## src/rtl/skeeball_hole_sensor.sv

```systemverilog
// Skeeball lane front-end: synchronizes and debounces the seven hole switches, priority-encodes hits,
// emits one-cycle hit pulses and the ballclk strobe, and counts balls per game.
// Optional SKEEBALL_STUCK_DETECT_EN bounds LOCKOUT time and raises a sticky sensor_fault.
module skeeball_hole_sensor #(
  parameter int unsigned DEBOUNCE_CYCLES = 16,
  parameter int unsigned LOCKOUT_CYCLES  = 64,
  parameter int unsigned BALLS_PER_GAME  = 9,
  parameter int unsigned STUCK_CYCLES    = 1024
) (
  input  logic       clk,
  input  logic       rst_n,
  input  logic       start,
  input  logic [6:0] raw_hole,
  output logic       in100,
  output logic       in50,
  output logic       in40,
  output logic       in30,
  output logic       in20,
  output logic       in10,
  output logic       in0,
  output logic       ballclk,
  output logic       playstate,
  output logic [3:0] balls_left,
  output logic       sensor_fault
);

  localparam int unsigned CNT_MAX = (DEBOUNCE_CYCLES > LOCKOUT_CYCLES) ? DEBOUNCE_CYCLES : LOCKOUT_CYCLES;
  localparam int unsigned CW      = $clog2(CNT_MAX + 1);

  typedef enum logic [2:0] {IDLE, ARMED, QUALIFY, PULSE, STROBE, LOCKOUT} state_t;

  state_t        state, state_nx;
  logic [6:0]    sync1, sync;
  logic [2:0]    pcode, cap, cap_nx;
  logic [CW-1:0] cnt, cnt_nx;
  logic [3:0]    balls, balls_nx;

`ifdef SKEEBALL_STUCK_DETECT_EN
  localparam int unsigned SW = $clog2(STUCK_CYCLES + 1);
  logic [SW-1:0] stuck_cnt, stuck_nx;
  logic          fault, fault_nx;
`endif

  always_ff @(posedge clk or negedge rst_n) begin
    if (!rst_n) begin
      sync1 <= '0;
      sync  <= '0;
    end else begin
      sync1 <= raw_hole;
      sync  <= sync1;
    end
  end

  // Hole code: index of the highest set bit plus one, 0 meaning no hole.
  always_comb begin
    pcode = '0;
    for (int unsigned i = 0; i < 7; i++)
      if (sync[i]) pcode = 3'(i + 1);
  end

  always_ff @(posedge clk or negedge rst_n) begin
    if (!rst_n) begin
      state <= IDLE;
      cnt   <= '0;
      cap   <= '0;
      balls <= '0;
`ifdef SKEEBALL_STUCK_DETECT_EN
      stuck_cnt <= '0;
      fault     <= 1'b0;
`endif
    end else begin
      state <= state_nx;
      cnt   <= cnt_nx;
      cap   <= cap_nx;
      balls <= balls_nx;
`ifdef SKEEBALL_STUCK_DETECT_EN
      stuck_cnt <= stuck_nx;
      fault     <= fault_nx;
`endif
    end
  end

  always_comb begin
    state_nx = state;
    cnt_nx   = cnt;
    cap_nx   = cap;
    balls_nx = balls;
`ifdef SKEEBALL_STUCK_DETECT_EN
    stuck_nx = stuck_cnt;
    fault_nx = fault;
`endif
    case (state)
      IDLE: begin
        if (start) begin
          state_nx = ARMED;
          balls_nx = 4'(BALLS_PER_GAME);
`ifdef SKEEBALL_STUCK_DETECT_EN
          fault_nx = 1'b0;
`endif
        end
      end
      ARMED: begin
        if (pcode != '0) begin
          state_nx = QUALIFY;
          cnt_nx   = CW'(1);
          cap_nx   = pcode;
        end
      end
      QUALIFY: begin
        // The hit fires one sample after the counter has already reached the limit.
        if (pcode == '0) begin
          state_nx = ARMED;
        end else if (pcode != cap) begin
          cap_nx = pcode;
          cnt_nx = CW'(1);
        end else if (cnt == CW'(DEBOUNCE_CYCLES)) begin
          state_nx = PULSE;
        end else begin
          cnt_nx = cnt + CW'(1);
        end
      end
      PULSE: begin
        state_nx = STROBE;
        cnt_nx   = '0;
      end
      STROBE: begin
        if (cnt == CW'(1)) begin
          balls_nx = balls - 4'd1;
          state_nx = (balls == 4'd1) ? IDLE : LOCKOUT;
          cnt_nx   = '0;
`ifdef SKEEBALL_STUCK_DETECT_EN
          stuck_nx = '0;
`endif
        end else begin
          cnt_nx = cnt + CW'(1);
        end
      end
      LOCKOUT: begin
        if (sync != '0)
          cnt_nx = '0;
        else if (cnt == CW'(LOCKOUT_CYCLES))
          state_nx = ARMED;
        else
          cnt_nx = cnt + CW'(1);
`ifdef SKEEBALL_STUCK_DETECT_EN
        // A normal all-clear exit takes precedence over the stuck timeout.
        if (state_nx == LOCKOUT) begin
          if (stuck_cnt == SW'(STUCK_CYCLES - 1)) begin
            state_nx = ARMED;
            fault_nx = 1'b1;
          end else begin
            stuck_nx = stuck_cnt + SW'(1);
          end
        end
`endif
      end
      default: state_nx = IDLE;
    endcase
  end

  always_comb begin
    in100 = (state == PULSE) && (cap == 3'd7);
    in50  = (state == PULSE) && (cap == 3'd6);
    in40  = (state == PULSE) && (cap == 3'd5);
    in30  = (state == PULSE) && (cap == 3'd4);
    in20  = (state == PULSE) && (cap == 3'd3);
    in10  = (state == PULSE) && (cap == 3'd2);
    in0   = (state == PULSE) && (cap == 3'd1);
  end

  assign ballclk    = (state == STROBE);
  assign playstate  = (state != IDLE);
  assign balls_left = balls;

`ifdef SKEEBALL_STUCK_DETECT_EN
  assign sensor_fault = fault;
`else
  assign sensor_fault = 1'b0;
`endif

endmodule

```

## config.mk

```make
export PLATFORM = sky130hd
export DESIGN_NAME = skeeball_hole_sensor
export DESIGN_NICKNAME = d
export VERILOG_FILES = /design/src/rtl/skeeball_hole_sensor.sv
export SDC_FILE = /design/constraint.sdc
export NUM_CORES = 1
export LEC_CHECK = 0
export CAP_MARGIN = 0
export CORE_ASPECT_RATIO = 1.5
export CORE_MARGIN = 10
export CORE_UTILIZATION = 40
export CTS_CLUSTER_SIZE = 24
export DETAILED_ROUTE_END_ITERATION = 6
export DONT_BUFFER_PORTS = 1
export GPL_TIMING_DRIVEN = 0
export HOLD_SLACK_MARGIN = 0.02
export PLACE_DENSITY = 0.52
export SYNTH_ARGS = -nofsm -noshare
export SYNTH_HDL_FRONTEND = slang
export SYNTH_SLANG_ARGS = --single-unit
```

## constraint.sdc

```tcl
create_clock -name clk -period 2.19 [get_ports clk]
set_input_delay 0.438 -clock clk [delete_from_list [all_inputs] [get_ports clk]]
set_output_delay 0.438 -clock clk [all_outputs]
set_load 0.005 [all_outputs]
```

==> flow_metrics.tcl <==
set metrics [dict create \
    cts_tree "yes" \
    design_area_sq_um 2100 \
    ios 24 \
    drive_above_1_share_pct 23.9 \
    synth-edff-count 0 \
    vias_per_cell 5.93 \
    row_count 29 \
    seq_area_frac_synth_pct 44.5 \
    syn-num-nets 193 \
    hold_violations 0 \
    ys_ff_latch 31 \
    worst_pin_slew_ns 0.487 \
    grt_max_degree 32 \
    rsz0062_at_grt "true" \
    p_leak_nw 0.915 \
    fin_crit_sh_pct 105 \
    synth_top_cell_by_area "dfrtp_1" \
    clk_pin_slew_ns 0.07 \
    p_clk_share_pct 18.3 \
    yosys_warnings 0 \
    grt_pass1_wl_um 6680 \
    synthCells 178 \
    fmax_mhz 436 \
    syn_area_sq_um 1740 \
    syn_area_per_cell_sq_um 9.78 \
    violations "setup timing" \
    worst_slack_ns -0.106 \
    start_util_pct 41.4 \
    dp_hpwl_um 2910 \
    cts-buffers-inserted 5 \
    async_flop_share_pct 100 \
    drt-pass1-iter-count 5 \
    endpoint_kind "register" \
    routed_wl_um 4100 \
    layout.nets 211 \
    power.internal_mw 1.47 \
    yosysMostFrequentCell "dfrtp_1" \
    clock_path_buffers 2 \
    synthFlopType "dfrtp_1" \
    cap_viol_max_count 0 \
    grt_pass1_vias 1441 \
    fill_cells 384 \
    seqCellArea_sq_um 779 \
    portBuffers 0 \
    num_vias 1442 \
    syn_to_final_growth_pct 20.8 \
    die-area_sq_um 7450 \
    arrival_ns 2.47 \
    antenna_left 0 \
    finClkSkew_ns 0.00724 \
    power_mw 2.56 \
    place_area_sq_um 1800 \
    drv_slew 0 \
    crit_type "register to register" \
    switching_share_pct 42.4 \
    irDropWorstVdd_uv 564 \
    hold_class "input pin to register" \
    period_needed_ns 2.30 \
    gp_congestion 0.739 \
    route.detailed.drc 0 \
    seq_power_share_pct 34.0 \
    htreeDepth 2 \
    die_h_um 101 \
    first_iter_violations 62 \
    num_antenna_cells 0 \
    relSlewSlack_pct 67.2 \
    cts.sinks 31 \
    yosys.cell_types.count 52 \
    overflow 0 \
    antenna_found_initial 0 \
    synth.top_cell.area_share_pct 44.5 \
    setup_viol 3 \
    critical_path_required_ns 2.37 \
    die_x_um 73.9 \
    combPwrFrac_pct 47.7 \
    core_sq_um 4210 \
    yosys-top-cells-count "31 x dfrtp_1, 14 x nor2_1, 13 x o21ai_0, 12 x nand2_1" \
    clk_latency_ns 0.29 \
    synthTopCellsByArea "dfrtp_1 45%, o21ai_0 3.7%, ha_1 3.6%" \
    clockRootBuffer "clkbuf_8" \
    p_switching_mw 1.08 \
    status "complete, but fails checks" \
    powerDensity_nw_per_um2 1220 \
    grt.total_usage_pct 11.2 \
    multi_input_area_sq_um 1010 \
    critPathMaxFanout 5 \
    start_kind "register" \
    wire_per_inst_um 16.9 \
]
-- routing by layer --
metal	track usage, %	part of all wire, %
met1	11.3	38
met5	0	0
met4	5.90	2.7
met3	4.44	7.3
met2	19.1	52
-- worst max-delay path, cell delays in order (launching register included) --
cell and delay [ns]:
dfrtp_1 0.42, or2_1 0.25, o31a_1 0.30, o32ai_4 0.41, a21oi_1 0.13, a221o_1 0.36, mux2_4 0.31
-- worst paths after layout --
path | end | cells after the start | slack, ns | from
setup / recovery | state[2]$_DFFE_PN0P_ | 6 | -0.11 | sync[3]$_DFF_PN0_
hold / removal | sync1[2]$_DFF_PN0_ | 0 | 0.17 | raw_hole[2]
setup reg to reg | state[2]$_DFFE_PN0P_ | 6 | -0.11 | sync[3]$_DFF_PN0_
hold reg to reg | sync[4]$_DFF_PN0_ | 0 | 0.35 | sync1[4]$_DFF_PN0_
max in group asynchronous | cnt[0]$_DFFE_PN0P_ | 2 | 1.42 | rst_n
min in group asynchronous | cap[0]$_DFFE_PN0P_ | 2 | 0.58 | rst_n
-- power groups by stage --
stage | registers, mW | clock network (mW) | logic, mW
2_1_floorplan | 0.761 | 0 | 0.824
3_3_place_gp | 0.789 | 0 | 1.00
3_5_place_dp | 0.795 | 0 | 1.03
4_1_cts | 0.786 | 0.489 | 1.22
5_1_grt | 0.890 | 0.508 | 1.35
6_report | 0.869 | 0.468 | 1.22
-- state kept, by name, summed over array words and instances (netlist names) --
| register | flops |
|---|---|
| balls_left | 4 |
| cap | 3 |
| cnt | 7 |
| state | 3 |
| sync | 7 |
| sync1 | 7 |
-- layout make-up --
cell class	count	area share (%)
multi-input cells	133	47.9
flip-flops and latches	31	37.1
repair buffers	13	5.35
clock buffers	5	3.27
well taps	46	2.74
plain buffers	5	1.25
inverters	7	1.25
clock inverters	3	1.13
-- timing repair --
item                                    CTS  global route
endpoints found under the hold margin    31             0
hold buffers                              2             0
gates cloned                              1             0
setup buffers                             7             4
pin swaps                                 6             6
endpoints found under the setup margin   11            14
resized for setup                         8            17
-- cell usage in the layout (no fill, tap or decap), types with 2 or more instances in the layout --
| master | count |
|---|---|
| nand3b_1 | 3 |
| nor3_1 | 6 |
| nor3b_1 | 2 |
| clkbuf_8 | 5 |
| a21oi_1 | 3 |
| inv_1 | 7 |
| a211oi_4 | 2 |
| and3_1 | 5 |
| and2_1 | 3 |
| mux2_4 | 2 |
| nor2_1 | 14 |
| a21o_1 | 2 |
| clkinvlp_4 | 2 |
| a22oi_1 | 2 |
| o21bai_1 | 2 |
| clkbuf_2 | 3 |
| o31ai_1 | 2 |
| o21a_1 | 3 |
| ha_1 | 5 |
| buf_4 | 12 |
| nor2b_1 | 7 |
| nand3_1 | 2 |
| nand2b_1 | 4 |
| a22o_1 | 7 |
| nor4_1 | 2 |
| dfrtp_2 | 3 |
| nand2_1 | 11 |
| dfrtp_1 | 28 |
| o21ai_0 | 12 |
-- per-stage QoR --
stage | setup TNS, ns | hold WS (ns) | cells | utilization [%] | worst slack [ns]
after floorplan | 0 | 0.142 | 178 | - | 0.0596
after global placement | -0.511 | 0.144 | 224 | 42.7 | -0.101
after detailed placement | -0.776 | 0.144 | 224 | 42.7 | -0.126
after CTS | -0.0942 | 0.165 | 242 | 48.2 | -0.0942
after global routing | -0.765 | 0.159 | 243 | 50.0 | -0.172
final | -0.118 | 0.173 | 243 | 50.0 | -0.106
-- kinds of logic (layout without fill, tap and decap cells) --
| kind of cell | after synthesis | in the layout | share of synthesized area (%) |
|---|---|---|---|
| and+or+nand+nor | 73 | 73 | 23.6 |
| AOI/OAI and AO/OA | 49 | 50 | 22.3 |
| DFF | 31 | 31 | 44.5 |
| buffers and inverters | 15 | 33 | 3.52 |
| adders and majority gates | 5 | 5 | 3.59 |
| xor gates and xnor gates | 2 | 2 | 1.01 |
| muxes | 2 | 2 | 1.29 |
| other | 1 | 1 | 0.215 |
(Power assumes the default switching activity.)
